<file path="src/rtl/alu_issue_ctrl.sv">
// Issue/control front-end for the 32-bit combinational ALU: accepts requests,
// decodes ALUOp/funct into the ALU select code, runs one execute cycle and
// returns the captured result over a valid/ready response channel.
module alu_issue_ctrl #(
    parameter int unsigned COUNT_W = 16
) (
    input  logic               CLK,
    input  logic               RESET,
    input  logic               REQ_VALID,
    output logic               REQ_READY,
    input  logic [1:0]         ALU_OP,
    input  logic [5:0]         FUNCT,
    input  logic [31:0]        A,
    input  logic [31:0]        B,
    output logic [31:0]        OPERADOR1,
    output logic [31:0]        OPERADOR2,
    output logic [2:0]         SEL,
    input  logic [31:0]        RESULTADO,
    output logic               RSP_VALID,
    input  logic               RSP_READY,
    output logic [31:0]        RSP_DATA,
    output logic               RSP_ZERO,
    output logic               RSP_ILLEGAL,
    output logic [COUNT_W-1:0] OP_COUNT
);

    localparam int unsigned SEL_W = 3;

    typedef enum logic [1:0] {
        IDLE = 2'd0,
        EXEC = 2'd1,
        RESP = 2'd2
    } state_t;

    state_t             state_q;
    logic               req_ready_q;
    logic [31:0]        op1_q;
    logic [31:0]        op2_q;
    logic [SEL_W-1:0]   sel_q;
    logic               rsp_valid_q;
    logic [31:0]        rsp_data_q;
    logic               rsp_zero_q;
    logic               rsp_illegal_q;
    logic [COUNT_W-1:0] op_count_q;

    logic [SEL_W-1:0]   dec_sel_c;
    logic               dec_illegal_c;

    // Translate main-decoder ALUOp / R-type funct into the ALU select code.
    always_comb begin
        dec_sel_c     = 3'b000;
        dec_illegal_c = 1'b0;
        unique case (ALU_OP)
            2'b00: dec_sel_c = 3'b010;
            2'b01: dec_sel_c = 3'b110;
            2'b10: begin
                unique case (FUNCT)
                    6'b100000: dec_sel_c = 3'b010;
                    6'b100010: dec_sel_c = 3'b110;
                    6'b100100: dec_sel_c = 3'b000;
                    6'b100101: dec_sel_c = 3'b001;
                    6'b100111: dec_sel_c = 3'b100;
                    6'b101010: dec_sel_c = 3'b111;
                    default:   dec_illegal_c = 1'b1;
                endcase
            end
            default: dec_illegal_c = 1'b1;
        endcase
    end

    // Issue FSM: IDLE accepts, EXEC lets the ALU settle for one cycle, RESP holds the result.
    always_ff @(posedge CLK) begin
        if (RESET) begin
            state_q       <= IDLE;
            req_ready_q   <= 1'b1;
            op1_q         <= '0;
            op2_q         <= '0;
            sel_q         <= '0;
            rsp_valid_q   <= 1'b0;
            rsp_data_q    <= '0;
            rsp_zero_q    <= 1'b0;
            rsp_illegal_q <= 1'b0;
            op_count_q    <= '0;
        end else begin
            unique case (state_q)
                IDLE: begin
                    if (REQ_VALID) begin
                        req_ready_q <= 1'b0;
                        if (dec_illegal_c) begin
                            // Undecodable: answer immediately, leave ALU inputs untouched.
                            rsp_data_q    <= '0;
                            rsp_zero_q    <= 1'b1;
                            rsp_illegal_q <= 1'b1;
                            rsp_valid_q   <= 1'b1;
                            state_q       <= RESP;
                        end else begin
                            op1_q   <= A;
                            op2_q   <= B;
                            sel_q   <= dec_sel_c;
                            state_q <= EXEC;
                        end
                    end
                end
                EXEC: begin
                    rsp_data_q    <= RESULTADO;
                    rsp_zero_q    <= (RESULTADO == 32'd0);
                    rsp_illegal_q <= 1'b0;
                    rsp_valid_q   <= 1'b1;
                    state_q       <= RESP;
                end
                RESP: begin
                    if (RSP_READY) begin
                        rsp_valid_q <= 1'b0;
                        req_ready_q <= 1'b1;
                        op_count_q  <= op_count_q + COUNT_W'(1);
                        state_q     <= IDLE;
                    end
                end
                default: begin
                    state_q     <= IDLE;
                    req_ready_q <= 1'b1;
                    rsp_valid_q <= 1'b0;
                end
            endcase
        end
    end

    assign REQ_READY   = req_ready_q;
    assign OPERADOR1   = op1_q;
    assign OPERADOR2   = op2_q;
    assign SEL         = sel_q;
    assign RSP_VALID   = rsp_valid_q;
    assign RSP_DATA    = rsp_data_q;
    assign RSP_ZERO    = rsp_zero_q;
    assign RSP_ILLEGAL = rsp_illegal_q;
    assign OP_COUNT    = op_count_q;

endmodule

</file>
<file path="config.mk">
export PLATFORM = sky130hd
export DESIGN_NAME = alu_issue_ctrl
export DESIGN_NICKNAME = d
export VERILOG_FILES = /design/src/rtl/alu_issue_ctrl.sv
export SDC_FILE = /design/constraint.sdc
export NUM_CORES = 1
export LEC_CHECK = 0
export BUFFER_PORTS_ARGS = -buffer_cell sky130_fd_sc_hd__buf_2
export CAP_MARGIN = 20
export CORE_UTILIZATION = 46
export DETAILED_ROUTE_END_ITERATION = 8
export PLACE_DENSITY_LB_ADDON = 0.2
export SYNTH_ARGS = -nofsm -noshare
export SYNTH_HDL_FRONTEND = slang
export SYNTH_SLANG_ARGS = --single-unit
</file>
<file path="constraint.sdc">
create_clock -name CLK -period 2.61 [get_ports CLK]
set_clock_uncertainty 0.05 [all_clocks]
set_input_delay 0.522 -clock CLK [delete_from_list [all_inputs] [get_ports CLK]]
set_output_delay 0.522 -clock CLK [all_outputs]
set_load 0.03 [all_outputs]
</file>
==> results of run 1 <==
[Yosys cell counts, types with 5 or more instances]
| master | instances | area [um^2] |
|---|---|---|
| o21ai_1 | 6 | 30.0 |
| xnor2_1 | 5 | 43.8 |
| dfxtp_1 | 121 | 2420 |
| buf_2 | 15 | 75.1 |
| o21ai_0 | 62 | 310 |
| nand2_1 | 8 | 30.0 |
| nor2_1 | 20 | 75.1 |
| nand3_1 | 68 | 340 |
| a32o_1 | 32 | 320 |
| inv_1 | 5 | 18.8 |
| a21oi_1 | 72 | 360 |
| nor4_1 | 11 | 68.8 |
| mux2_2 | 5 | 56.3 |
| clkbuf_1 | 35 | 131 |
[power by group through the flow]
stage | Combinational (mW) | Sequential [mW] | Clock (mW)
floorplan | 0.243 | 2.13 | 0
global placement | 0.593 | 1.99 | 0
detailed placement | 0.602 | 2.00 | 0
CTS | 0.605 | 1.96 | 2.38
global route | 0.653 | 1.97 | 2.46
finish | 0.606 | 1.96 | 2.33
[registers in the layout (all words and copies together) (netlist names)]
signal       count
RSP_ZERO         1
SEL              3
REQ_READY        1
RSP_VALID        1
OP_COUNT        16
state_q          2
OPERADOR1       32
RSP_DATA        32
RSP_ILLEGAL      1
OPERADOR2       32
[worst max-delay path: stages (launching register included)]
cell and delay, ns:
dfxtp_1 0.43, nand4b_1 0.40, nor4_2 0.57, nand3_1 0.15, mux2_2 0.29
[layer usage]
| layer | share of wire (%) | wire length (um) | track usage [%] |
|---|---|---|---|
| met1 | 42 | 5700 | 30.0 |
| met2 | 48 | 6430 | 39.7 |
| met4 | 2.1 | 279 | 11.5 |
| met3 | 8.0 | 1090 | 8.68 |
| met5 | 0 | 0 | 0 |
[through the flow]
step	area (um^2)	setup WS, ns	cells	util, %
after detailed placement	5920	0.315	841	60.0
after CTS	6520	0.628	872	66.1
after global placement	5920	0.375	841	60.0
final	6550	0.614	874	66.4
after floorplan	4740	0.638	524	-
after global routing	6550	0.516	873	66.3
[kinds of logic (layout without fill, tap and decap cells)]
kind of cell	count (synthesis)	after routing
AOI/OAI and AO/OA	191	191
and+or+nand+nor	139	139
DFF	121	121
buffers and inverters	57	273
xor gates and xnor gates	9	9
muxes	6	6
adders and majority gates	1	1
other	0	1
[placed cells by master, fill, tap and decap left out, types with 2 or more instances in the layout]
cell type	count
bufinv_16	3
buf_4	7
clkbuf_8	5
and3_1	2
buf_12	2
nand2_1	8
or3_1	3
inv_1	5
clkbuf_1	2
buf_2	226
nand3_1	68
o21ai_0	62
nand4b_1	2
o21a_1	2
dfxtp_1	121
a31oi_1	3
nor4bb_1	2
o21ai_1	6
o211ai_1	2
mux2_2	5
nand4_1	4
nor2b_1	4
a211oi_1	2
and4_1	2
nor3_1	4
xor2_1	4
xnor2_1	5
o2111ai_1	2
a21oi_1	72
nor2_1	20
nor4_1	11
clkinv_2	4
clkbuf_16	16
a32o_1	32
[path summary, 6_finish.rpt]
path / to / slack, ns / cells past startpoint
worst max-delay path: OP_COUNT[13] / 0.61 / 4
worst min-delay path: RSP_DATA[16] / 0.18 / 2
worst max register to register: OP_COUNT[13] / 0.61 / 4
worst min register to register: RSP_ZERO / 0.40 / 2
[layout make-up]
class                   instances  share of cell area, %
clock buffers                  23                   7.28
inverters                       6                  0.344
flip-flops and latches        121                   37.0
multi-input cells             346                   31.9
diodes                          1                 0.0382
well taps                     133                   2.54
repair buffers                236                   19.1
clock inverters                 8                   1.80
==> out/metrics.yaml, run 1 <==
postCtsSetupBuffers: 0
tightest_slew_ns: 0.566
synth_mux_area_share_pct: 1.40
synth_xor_area_share_pct: 1.66
multi_input_area_um2: 2090
cts_hold_buf: 0
ant_nets: 0
seq_area_frac_synth_pct: 51.1
final_nets: 837
avgSynthCellArea_um2: 9.05
cts.sinks: 121
cts_tree: "yes"
cap_violations: 0
synthArstFlopShare_pct: 0
port_buffers: 226
drive_gt1_share_pct: 37.2
chipWidth_um: 104
outcome: "completed"
cellLeakagePower_nw: 2.88
whs_ns: 0.181
cp.arrival_ns: 2.35
ys.flop_type: "dfxtp_1"
synth-compound-area-share_pct: 24.7
synth_seq_cells: 121
grt_overflow: 0
wire_per_inst_um: 15.4
tns_ns: 0
worst_setup_path_start_kind: "flop"
max_freq_ghz: 0.501
nFillCells: 844
core_region_area_um2: 9860
grt_max_degree: 67
start_util_pct: 48.1
clock_power_share_pct: 47.6
post-route-min-period_ns: 2.00
crit_type: "reg2reg"
grt_pass1_wl_um: 21500
dieArea_um2: 10700
end_kind: "flop"
rsz0062_at_grt: "no"
yosysWarningCount: 0
num_io_pins: 227
fin_crit_sh_pct: 76.5
dr.pass1.iters: 5
cts_resized: 0
setup_viol: 0
critPathLaunch: "state_q[0]"
ir_worst_vdd_v: 0.000412
cp_max_fo: 11
synth-simple-area-share_pct: 15.8
post_synth_inst_count: 524
cts-root-buf: "clkbuf_8"
netlist_area_um2: 4740
power_density_nw_per_um2: 749
synth_top_family_by_area: "compound AO/OA/AOI/OAI gates"
grt_pass1_vias: 4400
r2r_start: "state_q[0]"
combPwrFrac_pct: 12.4
relSlewSlack_pct: 62.3
p_sw_mw: 1.24
die_h_um: 104
antenna_found_initial: 1
hold_start: "RESULTADO[16]"
p_seq_share_pct: 40.0
place.gp.congestion: 0.793
synth_edf_count: 0
clockBufferDepth: 2
hold_viol_final: 0
report.final.slew_viol_count: 0
worstSkewPairLatency_ns: 0.51
critPathRequiredTime_ns: 2.97
p_sw_share_pct: 25.3
drt_iter0_markers: 293
post-route-drc-count: 0
seqCellArea_um2: 2420
via_count: 4868
hold_class: "in2reg"
cts_made_buffers: 17
grt.total_usage_pct: 24.9
fin_total_pwr_mw: 4.90
netlist-cell-type-count: 49
dpl.hpwl_um: 9150
row_count: 36
syn-num-nets: 633
clkTransAtPathRegs_ns: 0.06
internal-power_mw: 3.66
area_growth_pct: 38.1
avgViaCountPerCell: 5.57
htreeDepth: 4
totalWireLength_um: 13500
synthAdderAreaFrac_pct: 0.264
No activity file was read; power rests on OpenSTA's default activity.
==> inputs of run 2 (changes only) <==
==> constraint.sdc (replaced) <==
create_clock -name CLK -period 2.1 [get_ports CLK]
set_clock_uncertainty 0.05 [all_clocks]
set_input_delay 0.42 -clock CLK [delete_from_list [all_inputs] [get_ports CLK]]
set_output_delay 0.42 -clock CLK [all_outputs]
set_load 0.03 [all_outputs]
==> out/metrics.yaml, run 2 (synthesized netlist as in run 1, its figures left out) <==
worst_setup_path_start_kind: "flop"  # unchanged
rsz0062_at_grt: "no"  # unchanged
port_buffers: 226  # unchanged
via_count: 4921  # was 4868
clockBufferDepth: 2  # unchanged
grt_overflow: 0  # unchanged
cts.sinks: 121  # unchanged
post-route-drc-count: 0  # unchanged
antenna_found_initial: 3  # was 1
worst-path-buf-inv: 1  # was 0
cts_tree: "yes"  # unchanged
grt_max_degree: 66  # was 67
cp.arrival_ns: 2.10  # was 2.35 ns
hold_class: "in2reg"  # unchanged
post-route-min-period_ns: 1.78  # was 2.00 ns
ant_nets: 0  # unchanged
power_density_nw_per_um2: 919  # was 749 nW/um^2
end_kind: "flop"  # unchanged
avgViaCountPerCell: 5.54  # was 5.57
tns_ns: 0  # unchanged
cp_max_fo: 65  # was 11
row_count: 36  # unchanged
critPathRequiredTime_ns: 2.42  # was 2.97 ns
totalWireLength_um: 13800  # was 13500 um
dpl.hpwl_um: 9310  # was 9150 um
final_nets: 847  # was 837
grt_pass1_vias: 4572  # was 4400
cts_made_buffers: 17  # unchanged
die_h_um: 104  # unchanged
drt_iter0_markers: 322  # was 293
grt_pass1_wl_um: 22300  # was 21500 um
cp_slowest_stage_delay_ns: 0.40  # was 0.57 ns
crit_type: "reg2reg"  # unchanged
clkTransAtPathRegs_ns: 0.06  # about the same
design_area_um2: 6720  # was 6550 um^2
setup_viol: 0  # unchanged
tightest_slew_ns: 0.523  # was 0.566 ns
worst_path_max_delay_cell: "a211o_2"  # was nor4_2
report.final.slew_viol_count: 0  # unchanged
dieArea_um2: 10700  # unchanged
drive_gt1_share_pct: 38.2  # was 37.2%
grt.total_usage_pct: 25.6  # was 24.9%
num_io_pins: 227  # unchanged
cts-root-buf: "clkbuf_8"  # unchanged
core_region_area_um2: 9860  # unchanged
cellLeakagePower_nw: 2.95  # was 2.88 nW
wire_per_inst_um: 15.6  # was 15.4 um
final_cell_mix: "buf_2 (226), dfxtp_1 (121), a21oi_1 (72)"  # unchanged
outcome: "completed"  # unchanged
cts_resized: 0  # unchanged
cp_top_family: "compound AO/OA/AOI/OAI gates"  # was simple AND/OR/NAND/NOR gates
fin_total_pwr_mw: 6.17  # was 4.90 mW
dr.pass1.iters: 5  # unchanged
place.gp.congestion: 0.776  # was 0.793
chipWidth_um: 104  # unchanged
fin_crit_sh_pct: 85.0  # was 76.5%
cts_hold_buf: 0  # unchanged
htreeDepth: 4  # unchanged
max_freq_ghz: 0.561  # was 0.501 GHz
relSlewSlack_pct: 65.1  # was 62.3%
area_growth_pct: 41.6  # was 38.1%
dpl_cell_area_um2: 6070  # was 5920 um^2
cap_violations: 0  # unchanged
final_common_cell: "buf_2"  # unchanged
postCtsSetupBuffers: 0  # unchanged
hold_viol_final: 0  # unchanged
crit_path_cell_trace: "nand2b_1, a211o_2, buf_12, o21ai_0, a21oi_1"  # was nand4b_1, nor4_2, nand3_1, mux2_2
worstSkewPairLatency_ns: 0.50  # was 0.51 ns
ir_worst_vdd_v: 0.000617  # was 0.000412 V
start_util_pct: 48.1  # unchanged
[run 2: stage by stage]
| stage | hold WS, ns | util [%] | setup WS (ns) | instances |
|---|---|---|---|---|
| 6_report | 0.0833 | 68.1 | 0.316 | 888 |
| 5_1_grt | 0.0642 | 68.0 | 0.205 | 886 |
| 4_1_cts | 0.0648 | 67.7 | 0.307 | 883 |
| 3_5_place_dp | 0.394 | 61.6 | 0.0430 | 851 |
| 3_3_place_gp | 0.383 | 61.6 | 0.111 | 851 |
| 2_1_floorplan | 0.496 | - | 0.230 | 524 |
[run 2: worst register-to-register path: cells and delay by family (launching register included)]
kind                   cells  cell delay (ns)
buffers and inverters      1             0.20
DFF                        1             0.38
and+or+nand+nor            1             0.28
AOI/OAI and AO/OA          3             0.74
[run 2: per-layer routing]
metal  routed length [um]  up-vias  GRT usage (%)
li1                     -     2379              -
met1                 5680     2292           31.8
met2                 6780      232           40.4
met3                 1150       18           9.38
met4                  227        0           9.63
met5                    0        -              0
[run 2: worst paths after layout]
path                            cells past startpoint            to  slack (ns)         start
worst max-delay path                                5  OPERADOR1[8]        0.32    state_q[1]
worst min-delay path                                2   RSP_DATA[7]        0.08  RESULTADO[7]
worst max register to register                      5  OPERADOR1[8]        0.32    state_q[1]
worst min register to register                      2      RSP_ZERO        0.40      RSP_ZERO
[run 2: power by group]
part | total [mW] | internal (mW) | leakage, nW | switching (mW)
Clock | 2.93 | 1.90 | 0.290 | 1.03
Combinational | 0.810 | 0.288 | 1.68 | 0.522
Sequential | 2.43 | 2.39 | 0.982 | 0.0464
[run 2: layout make-up]
| type | instances | area, um^2 |
|---|---|---|
| Fill cell | 784 | 3150 |
| Sequential cell | 121 | 2420 |
| Timing Repair Buffer | 246 | 1400 |
| Multi-Input combinational cell | 346 | 2090 |
| Inverter | 6 | 22.5 |
| Clock buffer | 21 | 459 |
| Antenna cell | 4 | 10.0 |
| Tap cell | 133 | 166 |
| Clock inverter | 11 | 145 |
==> inputs of run 3 (changes only) <==
--- a/config.mk
+++ b/config.mk
@@ -7,7 +7,7 @@
 export LEC_CHECK = 0
 export BUFFER_PORTS_ARGS = -buffer_cell sky130_fd_sc_hd__buf_2
 export CAP_MARGIN = 20
-export CORE_UTILIZATION = 46
+export CORE_UTILIZATION = 42
 export DETAILED_ROUTE_END_ITERATION = 8
 export PLACE_DENSITY_LB_ADDON = 0.2
 export SYNTH_ARGS = -nofsm -noshare
==> constraint.sdc (replaced) <==
create_clock -name CLK -period 1.5 [get_ports CLK]
set_clock_uncertainty 0.05 [all_clocks]
set_input_delay 0.3 -clock CLK [delete_from_list [all_inputs] [get_ports CLK]]
set_output_delay 0.3 -clock CLK [all_outputs]
set_load 0.03 [all_outputs]
==> out/metrics.yaml, run 3 (synthesized netlist as in run 1, its figures left out) <==
outcome: "complete, but fails checks"  # was completed
violations: "setup timing"
htreeDepth: 4  # unchanged
chipWidth_um: 108  # was 104 um
hold_class: "in2reg"  # unchanged
antenna_found_initial: 0  # was 3
antennaDiodeCount: 0  # was 4
end_kind: "flop"  # unchanged
place_ws_ns: -0.399  # was 0.0430 ns
max_freq_ghz: 0.627  # was 0.561 GHz
wire_per_inst_um: 17.5  # was 15.6 um
cts_made_buffers: 17  # unchanged
critPathRequiredTime_ns: 1.76  # was 2.42 ns
report.final.slew_viol_count: 0  # unchanged
tightest_slew_ns: 0.526  # was 0.523 ns
grt_pass1_wl_um: 22200  # was 22300 um
worstSkewPairLatency_ns: 0.41  # was 0.50 ns
drive_gt1_share_pct: 52.5  # was 38.2%
final_common_cell: "buf_2"  # unchanged
dr.pass1.iters: 5  # unchanged
setup_viol: 25  # was 0
fin_crit_sh_pct: 106  # was 85.0%
grt.total_usage_pct: 24.5  # was 25.6%
cap_violations: 0  # unchanged
hold_viol_final: 0  # unchanged
post-route-min-period_ns: 1.59  # was 1.78 ns
cts_hold_buf: 0  # unchanged
tns_ns: -0.663  # was 0 ns
via_count: 5239  # was 4921
cts-root-buf: "clkbuf_16"  # was clkbuf_8
whs_ns: 0.0615  # was 0.0833 ns
cellLeakagePower_nw: 3.33  # was 2.95 nW
post-route-drc-count: 0  # unchanged
final_cell_mix: "buf_2 (226), dfxtp_1 (107), nand3_1 (62)"  # was buf_2 (226), dfxtp_1 (121), a21oi_1 (72)
grt_pass1_vias: 4707  # was 4572
row_count: 38  # was 36
final_nets: 888  # was 847
power_density_nw_per_um2: 1240  # was 919 nW/um^2
clkTransAtPathRegs_ns: 0.05  # was 0.06 ns
grt_max_degree: 53  # was 66
avgViaCountPerCell: 5.62  # was 5.54
design_area_um2: 7610  # was 6720 um^2
worst_setup_path_start_kind: "flop"  # unchanged
cp_max_fo: 4  # was 65
dpl.hpwl_um: 10000  # was 9310 um
die_h_um: 108  # was 104 um
fin_util_pct: 69.6  # was 68.1%
worst_slack_ns: -0.0948  # was 0.316 ns
port_buffers: 226  # unchanged
relSlewSlack_pct: 64.9  # was 65.1%
area_growth_pct: 60.5  # was 41.6%
grt_overflow: 0  # unchanged
place.gp.congestion: 0.796  # was 0.776
cts_tree: "yes"  # unchanged
dieArea_um2: 11700  # was 10700 um^2
crit_type: "reg2reg"  # unchanged
start_util_pct: 43.4  # was 48.1%
cts.sinks: 121  # unchanged
drt_iter0_markers: 464  # was 322
core_region_area_um2: 10900  # was 9860 um^2
holdPathStages: 2  # unchanged
totalWireLength_um: 16300  # was 13800 um
rsz0062_at_grt: "yes"  # was no
cp.arrival_ns: 1.85  # was 2.10 ns
ant_nets: 0  # unchanged
ir_worst_vdd_v: 0.000934  # was 0.000617 V
clockBufferDepth: 2  # unchanged
r2r_cells: 6  # was 5
num_io_pins: 227  # unchanged
dpl_cell_area_um2: 6310  # was 6070 um^2
-- run 3: changes by cell type in the layout (fill, tap and decap cells not counted), moves of 8 or more --
cell,change
clkbuf_16,+8
buf_4,+26
o21ai_2,+47
dfxtp_1,-14
a21oi_1,-11
a21oi_2,+11
dfxtp_2,+13
o21ai_0,-48
-- run 3: through the flow --
stage	instances	total power, mW
6_report	932	9.43
3_5_place_dp	881	4.63
5_1_grt	932	9.72
4_1_cts	917	9.24
2_1_floorplan	524	4.17
3_3_place_gp	881	4.59
-- run 3: worst paths after layout --
check	startpoint	endpoint	slack (ns)
setup / recovery	state_q[0]	OP_COUNT[15]	-0.09
hold / removal	RESULTADO[16]	RSP_DATA[16]	0.06
setup reg to reg	state_q[0]	OP_COUNT[15]	-0.09
hold reg to reg	OPERADOR1[11]	OPERADOR1[11]	0.40
-- run 3: final cells by class --
cell class | instances | area [um^2]
inverters | 6 | 22.5
fillers | 852 | 3320
multi-input cells | 347 | 2440
clock inverters | 11 | 191
clock buffers | 21 | 480
flip-flops and latches | 121 | 2440
repair buffers | 286 | 1860
well taps | 140 | 175
-- run 3: timing repair --
| action | 4_1_cts | 5_1_grt |
|---|---|---|
| cloned | 1 | 11 |
| resized for setup | 17 | 117 |
| pin swaps | 5 | 26 |
| buffers inserted | 3 | 4 |
| endpoints found under the setup margin | 71 | 66 |
-- run 3: critical path: stages (launching register included) --
cell and delay [ns]:
dfxtp_2 0.33, nand4b_1 0.18, buf_6 0.14, nor4_4 0.35, buf_4 0.18, a21oi_2 0.05
a31o_2 0.21
-- run 3: metal layers --
layer  track usage, %  up-vias  share of wire (%)
met5                0        -                  0
met4             10.8        0                2.0
met3             7.29       28                7.9
met2             41.7      243                 51
met1             28.5     2482                 39
li1                 -     2486                  -
-- run 3: report_power, final --
part / leakage (nW) / internal (mW) / switching, mW
Sequential: 0.989 / 3.34 / 0.0833
Combinational: 2.02 / 0.552 / 0.876
Clock: 0.321 / 3.12 / 1.46
Total: 3.33 / 7.01 / 2.42
